**config.mk**
```make
export PLATFORM = sky130hd
export DESIGN_NAME = mc_ctrl_flat
export DESIGN_NICKNAME = d
export VERILOG_FILES = /design/src/rtl/mc_ctrl_if.sv /design/src/rtl/mc_ctrl.sv /design/src/flat_wrapper.sv
export SDC_FILE = /design/constraint.sdc
export NUM_CORES = 1
export LEC_CHECK = 0
export CAP_MARGIN = 20
export CORE_UTILIZATION = 27
export CTS_CLUSTER_DIAMETER = 60
export DETAILED_ROUTE_END_ITERATION = 10
export PLACE_DENSITY = 0.78
export SETUP_SLACK_MARGIN = 0.5
export SYNTH_ARGS = -nofsm -noshare
export SYNTH_HDL_FRONTEND = slang
export SYNTH_SLANG_ARGS = --single-unit
```
**constraint.sdc**
```tcl
create_clock -name clk -period 1.8 [get_ports clk]
set_input_delay 0.36 -clock clk [delete_from_list [all_inputs] [get_ports clk]]
set_output_delay 0.36 -clock clk [all_outputs]
set_load 0.03 [all_outputs]
```
**src/rtl/mc_ctrl_if.sv**
```systemverilog
`default_nettype none
// ============================================================================
//  Module   : mc_ctrl_if
//  Purpose  : Bundles the decoder-side inputs and the datapath control
//             outputs of the multi-cycle MIPS sequencing controller.
//  Ports    : master -> decoder/datapath side (drives opcode, funct, beq,
//             MemReady; receives all control strobes, selects and counters)
//             slave  -> controller side (mirror of master)
//  Revision : 1.0  initial release
// ============================================================================
interface mc_ctrl_if;
  logic [5:0]  opcode;
  logic [5:0]  funct;
  logic        beq;
  logic        MemReady;

  logic        PCWrite;
  logic [1:0]  PCSrc;
  logic        IRWrite;
  logic        RegWrite;
  logic [1:0]  RegDst;
  logic [1:0]  MemToReg;
  logic        MemRead;
  logic        MemWrite;
  logic        AluSrc;
  logic [3:0]  AluCtrl;
  logic [1:0]  ExtOp;
  logic [3:0]  State;
  logic [31:0] CycleCnt;
  logic [31:0] InstrCnt;

  modport master (
    output opcode, funct, beq, MemReady,
    input  PCWrite, PCSrc, IRWrite, RegWrite, RegDst, MemToReg,
           MemRead, MemWrite, AluSrc, AluCtrl, ExtOp, State,
           CycleCnt, InstrCnt
  );

  modport slave (
    input  opcode, funct, beq, MemReady,
    output PCWrite, PCSrc, IRWrite, RegWrite, RegDst, MemToReg,
           MemRead, MemWrite, AluSrc, AluCtrl, ExtOp, State,
           CycleCnt, InstrCnt
  );
endinterface
`default_nettype wire

```
**src/rtl/mc_ctrl.sv**
```systemverilog
`default_nettype none
// ============================================================================
//  Module   : mc_ctrl
//  Purpose  : Multi-cycle sequencing controller for the MIPS datapath. A
//             Moore FSM steps each instruction through FETCH / DECODE / EXEC /
//             MEM / WB and drives the PC, IR, GRF and DM write enables and the
//             datapath mux selects. Data memory completion is handshaked with
//             MemReady.
//  Ports    : clk    - system clock, rising edge
//             reset  - synchronous active-high reset, state -> FETCH
//             bus    - mc_ctrl_if.slave (opcode/funct/beq/MemReady in,
//                      control strobes, selects, State and counters out)
//  Config   : MC_PERF_EN - when defined, CycleCnt/InstrCnt are live counters;
//             otherwise both read constant 0 and no counter flops exist.
//  Revision : 1.0  initial release
// ============================================================================
module mc_ctrl (
  input  logic      clk,
  input  logic      reset,
  mc_ctrl_if.slave  bus
);

  typedef enum logic [3:0] {
    S_FETCH  = 4'd0,
    S_DECODE = 4'd1,
    S_EXEC   = 4'd2,
    S_MEM_RD = 4'd3,
    S_MEM_WB = 4'd4,
    S_MEM_WR = 4'd5,
    S_ALU_WB = 4'd6,
    S_BRANCH = 4'd7,
    S_JUMP   = 4'd8
  } state_t;

  localparam logic [3:0] c_alu_add = 4'b0000;
  localparam logic [3:0] c_alu_sub = 4'b0001;
  localparam logic [3:0] c_alu_or  = 4'b0010;

  state_t state_q, state_d;

  // Instruction class decode (IR is stable from DECODE onward)
  logic w_rtype, w_addu, w_subu, w_jr, w_ralu;
  logic w_ori, w_lui, w_lw, w_sw, w_beq, w_j, w_jal;

  assign w_rtype = (bus.opcode == 6'b000000);
  assign w_addu  = w_rtype && (bus.funct == 6'b100001);
  assign w_subu  = w_rtype && (bus.funct == 6'b100011);
  assign w_jr    = w_rtype && (bus.funct == 6'b001000);
  assign w_ralu  = w_addu || w_subu;
  assign w_ori   = (bus.opcode == 6'b001101);
  assign w_lui   = (bus.opcode == 6'b001111);
  assign w_lw    = (bus.opcode == 6'b100011);
  assign w_sw    = (bus.opcode == 6'b101011);
  assign w_beq   = (bus.opcode == 6'b000100);
  assign w_j     = (bus.opcode == 6'b000010);
  assign w_jal   = (bus.opcode == 6'b000011);

  always_ff @(posedge clk) begin
    if (reset) state_q <= S_FETCH;
    else       state_q <= state_d;
  end

  always_comb begin
    state_d      = state_q;
    bus.PCWrite  = 1'b0;
    bus.PCSrc    = 2'b00;
    bus.IRWrite  = 1'b0;
    bus.RegWrite = 1'b0;
    bus.RegDst   = 2'b00;
    bus.MemToReg = 2'b00;
    bus.MemRead  = 1'b0;
    bus.MemWrite = 1'b0;
    bus.AluSrc   = 1'b0;
    bus.AluCtrl  = c_alu_add;
    bus.ExtOp    = 2'b00;

    case (state_q)
      S_FETCH: begin
        bus.IRWrite = 1'b1;
        bus.PCWrite = 1'b1;
        state_d     = S_DECODE;
      end
      S_DECODE: begin
        if (w_ralu || w_ori || w_lui || w_lw || w_sw) state_d = S_EXEC;
        else if (w_beq)                               state_d = S_BRANCH;
        else if (w_j || w_jal || w_jr)                state_d = S_JUMP;
        else                                          state_d = S_FETCH;
      end
      S_EXEC: begin
        if (w_ralu) begin
          bus.AluCtrl = w_subu ? c_alu_sub : c_alu_add;
        end else if (w_ori || w_lui) begin
          // lui relies on rs being $0 so that (0 | imm<<16) is the result
          bus.AluSrc  = 1'b1;
          bus.AluCtrl = c_alu_or;
          bus.ExtOp   = w_lui ? 2'b10 : 2'b00;
        end else begin
          bus.AluSrc  = 1'b1;
          bus.ExtOp   = 2'b01;
        end
        if (w_lw)      state_d = S_MEM_RD;
        else if (w_sw) state_d = S_MEM_WR;
        else           state_d = S_ALU_WB;
      end
      S_MEM_RD: begin
        bus.MemRead = 1'b1;
        if (bus.MemReady) state_d = S_MEM_WB;
      end
      S_MEM_WR: begin
        bus.MemWrite = 1'b1;
        if (bus.MemReady) state_d = S_FETCH;
      end
      S_MEM_WB: begin
        bus.RegWrite = 1'b1;
        bus.MemToReg = 2'b01;
        state_d      = S_FETCH;
      end
      S_ALU_WB: begin
        bus.RegWrite = 1'b1;
        bus.RegDst   = w_rtype ? 2'b01 : 2'b00;
        state_d      = S_FETCH;
      end
      S_BRANCH: begin
        // Only Mealy output: PC loads the target when the ALU reports equal
        bus.AluCtrl = c_alu_sub;
        bus.PCWrite = bus.beq;
        bus.PCSrc   = 2'b01;
        state_d     = S_FETCH;
      end
      S_JUMP: begin
        bus.PCWrite = 1'b1;
        if (w_jr) begin
          bus.PCSrc = 2'b11;
        end else begin
          bus.PCSrc = 2'b10;
          if (w_jal) begin
            // PC already holds the return address (PC+4) since FETCH
            bus.RegWrite = 1'b1;
            bus.RegDst   = 2'b10;
            bus.MemToReg = 2'b10;
          end
        end
        state_d = S_FETCH;
      end
      default: state_d = S_FETCH;
    endcase

    // Reset aborts any in-flight instruction without side effects
    if (reset) begin
      bus.PCWrite  = 1'b0;
      bus.IRWrite  = 1'b0;
      bus.RegWrite = 1'b0;
      bus.MemRead  = 1'b0;
      bus.MemWrite = 1'b0;
    end
  end

  assign bus.State = state_q;

`ifdef MC_PERF_EN
  logic [31:0] cycle_cnt_q;
  logic [31:0] instr_cnt_q;

  always_ff @(posedge clk) begin
    if (reset) begin
      cycle_cnt_q <= 32'd0;
      instr_cnt_q <= 32'd0;
    end else begin
      cycle_cnt_q <= cycle_cnt_q + 32'd1;
      if ((state_d == S_FETCH) && (state_q != S_FETCH))
        instr_cnt_q <= instr_cnt_q + 32'd1;
    end
  end

  assign bus.CycleCnt = cycle_cnt_q;
  assign bus.InstrCnt = instr_cnt_q;
`else
  assign bus.CycleCnt = 32'd0;
  assign bus.InstrCnt = 32'd0;
`endif

endmodule
`default_nettype wire

```
**src/flat_wrapper.sv**
```systemverilog
// flat-port wrapper written by rule: the top's interface ports become plain ports
module mc_ctrl_flat 
  (clk, reset, bus_opcode, bus_funct, bus_beq, bus_MemReady, bus_PCWrite, bus_PCSrc, bus_IRWrite, bus_RegWrite, bus_RegDst, bus_MemToReg, bus_MemRead, bus_MemWrite, bus_AluSrc, bus_AluCtrl, bus_ExtOp, bus_State, bus_CycleCnt, bus_InstrCnt);
  mc_ctrl_if bus_i ();
  input  logic clk;
  input  logic reset;
  input wire logic [$bits(bus_i.opcode)-1:0] bus_opcode;
  input wire logic [$bits(bus_i.funct)-1:0] bus_funct;
  input wire logic [$bits(bus_i.beq)-1:0] bus_beq;
  input wire logic [$bits(bus_i.MemReady)-1:0] bus_MemReady;
  output wire logic [$bits(bus_i.PCWrite)-1:0] bus_PCWrite;
  output wire logic [$bits(bus_i.PCSrc)-1:0] bus_PCSrc;
  output wire logic [$bits(bus_i.IRWrite)-1:0] bus_IRWrite;
  output wire logic [$bits(bus_i.RegWrite)-1:0] bus_RegWrite;
  output wire logic [$bits(bus_i.RegDst)-1:0] bus_RegDst;
  output wire logic [$bits(bus_i.MemToReg)-1:0] bus_MemToReg;
  output wire logic [$bits(bus_i.MemRead)-1:0] bus_MemRead;
  output wire logic [$bits(bus_i.MemWrite)-1:0] bus_MemWrite;
  output wire logic [$bits(bus_i.AluSrc)-1:0] bus_AluSrc;
  output wire logic [$bits(bus_i.AluCtrl)-1:0] bus_AluCtrl;
  output wire logic [$bits(bus_i.ExtOp)-1:0] bus_ExtOp;
  output wire logic [$bits(bus_i.State)-1:0] bus_State;
  output wire logic [$bits(bus_i.CycleCnt)-1:0] bus_CycleCnt;
  output wire logic [$bits(bus_i.InstrCnt)-1:0] bus_InstrCnt;
  assign bus_i.opcode = bus_opcode;
  assign bus_i.funct = bus_funct;
  assign bus_i.beq = bus_beq;
  assign bus_i.MemReady = bus_MemReady;
  assign bus_PCWrite = bus_i.PCWrite;
  assign bus_PCSrc = bus_i.PCSrc;
  assign bus_IRWrite = bus_i.IRWrite;
  assign bus_RegWrite = bus_i.RegWrite;
  assign bus_RegDst = bus_i.RegDst;
  assign bus_MemToReg = bus_i.MemToReg;
  assign bus_MemRead = bus_i.MemRead;
  assign bus_MemWrite = bus_i.MemWrite;
  assign bus_AluSrc = bus_i.AluSrc;
  assign bus_AluCtrl = bus_i.AluCtrl;
  assign bus_ExtOp = bus_i.ExtOp;
  assign bus_State = bus_i.State;
  assign bus_CycleCnt = bus_i.CycleCnt;
  assign bus_InstrCnt = bus_i.InstrCnt;
  mc_ctrl u_core (.clk(clk), .reset(reset), .bus(bus_i));
endmodule
```
==> metrics <==
status=finished with violations; failing checks=design-rule violations, negative setup slack; Inst Count DP=250; Yosys top cell by area=buf_4; Synth Warn #=0; Layout Cells excl Fill=around 270; prevailing post-synth register cell=dfxtp_1; DRC errors left=2; sequential cell area=92.6 um2; Synth top area share=48.1%; Pre-antenna DRT Iters=7; WHS=between 0.5 and 0.6 ns; RSZ-0062 raised after global routing=true; Met2 Routed Length=~1.7 mm; dominant combinational cell family by area after synthesis=buffers and inverters; CP delay by family, top=simple AND/OR/NAND/NOR gates; Fin. Hold Viols=0; startpoint types=flop; dpl hpwl=~2.1 mm; fin crit period=around 2.0 ns; first-pass GRT wire length=4.58 mm; crit path max-delay cell type=or4_4; setup TNS=-1.43 ns; post-route antenna net violation count=0; Total Wirelength=about 3.2 mm; CP Cell Sequence=nand2b_4, or4_4, buf_6, nor3_4, buf_12; Synth Area in Adders=0%; total CTS buffers=3; Worst Setup Slack, final=-0.222 ns; met1 wire length=roughly 1.3 mm; Final setup viols=11; layout overhead on the synthesized area=87.8%; Ports=approximately 100; top post-synthesis cells by area=buf_4 48%, dfxtp_1 7.8%, nor2_1 4.0%, nor3_1 3.9%, inv_1 2.6%; Post-synth EDFFs=0; Sink Count=4; Filler Cell Count=approximately 350; P per Cell Area=between 300 and 400 mW/mm2; via count of the first global-routing pass=between 900 and 1000; number of DRC markers in iteration 0=37; Die ar.=between 0.004 and 0.005 mm2; CTS tree=yes; synthesized area=between 0.001 and 0.0015 mm2; post-route clock skew=~0.0044 ns; RD Place Congestion=about 0.91; drt via density=4.02; worst path bufs/invs=2; CP Data Required Time=about 1.4 ns; crit-path max cell delay=0.49 ns; flops & latches, synth=4; Total Power=747 uW; clock slew at reported path FFs=0.03 ns; CP endpoint kind=primary output; Hold Crit Class=primary input to flop; Max Cap Viol=0; Highest Signal Layer=met4; Highest Clock Rate=about 0.49 GHz; die width=around 64 um; I/O Buffers=35; simple-gate area share of the yosys netlist=roughly a quarter; initial antenna violation count=0; FP Rows=22; post-synthesis cell type count=36; Post-Synthesis Cells=~150; Initial Util=between 20 and 30%; Clock Tree Buf Depth=2; crit path max fanout=3; largest net degree at the start of global routing=12; area of the multi-input gates=908 um2; Crit Path Category=flop to primary output; root buffer cell=clkbuf_8; crit share post-route=112%; layout cells sized above 1=54.0%; Static Leak=roughly 0.95 nW; Largest register FFs=4; Synth Area per Inst=6.96 um2; Skew-Pair Late Insertion Delay=approximately 0.22 ns; drt wl/cell=about 12 um; Via Count=1101; Compound-Gate Fraction of Synth Area=13.4%; XOR/XNOR share of the synthesized area=0%; core area=between 0.003 and 0.004 mm2; worst path arrival time=roughly 1.7 ns; most frequent cells after synthesis=66 x buf_4, 11 x nor2_1, 8 x nor3_1; number of diodes=0; GRT Total Usage=between 10 and 15%; Final Max Slew Viols=0; Setup WS pre-CTS=-0.831 ns; chip height=roughly 64 um; sequential share of the synthesized area=7.78%; post-synthesis mux area share=0%; Async SR Flop Fraction=0%; count leader, synth=buf_4; total congestion overflow=0; met3 wire length=232 um; final net count=between 200 and 250; Peak supply drop=just under 0.0002 V; H-Tree Depth=1
-- placed cells by master, fill, tap and decap left out, drive strengths merged --
cell,synthesis,layout
a21o,1,1
a21boi,1,1
buf,68,77
dlygate4sd2,0,1
inv,7,7
or3b,2,2
nand2,6,6
conb,1,66
a41o,1,1
dfxtp,4,4
nand4,2,2
nand4b,1,1
or3,3,3
nor4,2,2
a21oi,5,5
nand3,2,2
nor2,11,11
a211oi,1,1
a41oi,1,1
a211o,2,2
nand3b,2,2
or2,1,1
a2111oi,1,1
o21ai,1,1
nor3,8,8
clkdlybuf4s50,0,3
nor4b,2,2
o22ai,1,1
o41ai,1,1
o311a,1,1
clkbuf,4,4
nand2b,3,3
or4,1,1
a311oi,1,1
-- final timing paths --
| kind | to | from | slack, ns | cells past startpoint |
|---|---|---|---|---|
| max reg2reg | u_core.bus.State[1]$_SDFFE_PP0P_ | u_core.bus.State[1]$_SDFFE_PP0P_ | 0.24 | 6 |
| max | bus_AluCtrl[1] | u_core.bus.State[3]$_SDFFE_PP0P_ | -0.22 | 5 |
| min | u_core.bus.State[3]$_SDFFE_PP0P_ | bus_opcode[1] | 0.56 | 4 |
| min reg2reg | u_core.bus.State[2]$_SDFFE_PP0P_ | u_core.bus.State[0]$_SDFFE_PP0P_ | 0.67 | 2 |
-- cells by family after synthesis --
| logic type | Yosys count |
|---|---|
| AO/OA/AOI/OAI | 18 |
| buffers and inverters | 79 |
| flip-flops | 4 |
| other | 1 |
| AND/OR/NAND/NOR | 46 |
-- timing repair --
item                                    CTS  global route
endpoints found under the hold margin     0             0
hold buffers                              0             0
pin swaps                                21            14
endpoints found under the setup margin   24            22
setup buffers                             7            13
resized for setup                       114            33
-- report_power, final --
group / switching (mW) / internal [mW]
logic: 0.308 / 0.139
registers: 0.00468 / 0.0906
clock network: 0.0522 / 0.152
-- metal layers --
layer | vias up | GRT usage, %
li1 | 526 | -
met3 | 2 | 1.96
met4 | 0 | 4.83
met2 | 65 | 24.5
met1 | 508 | 18.7
met5 | - | 0
-- worst register-to-register path, cell delays in order (launching register included) --
cell       delay, ns
dfxtp_4         0.35
buf_8           0.13
or3_4           0.37
buf_6           0.14
buf_6           0.11
a2111oi_4       0.26
a211o_1         0.14
-- final cells by class --
cell class,count,share of cell area [%]
clock buffers,4,2.33
inverters,7,1.36
multi-input cells,130,47.0
flip-flops and latches,4,4.79
well taps,48,3.10
repair buffers,81,41.5
-- per-stage QoR --
step                util [%]  area (um2)
detailed placement      40.5        1480
finish                  52.8        1930
global route            52.8        1930
floorplan                  -        1450
CTS                     47.1        1730
global placement        40.5        1480
Power figures use the tool's default switching activity.
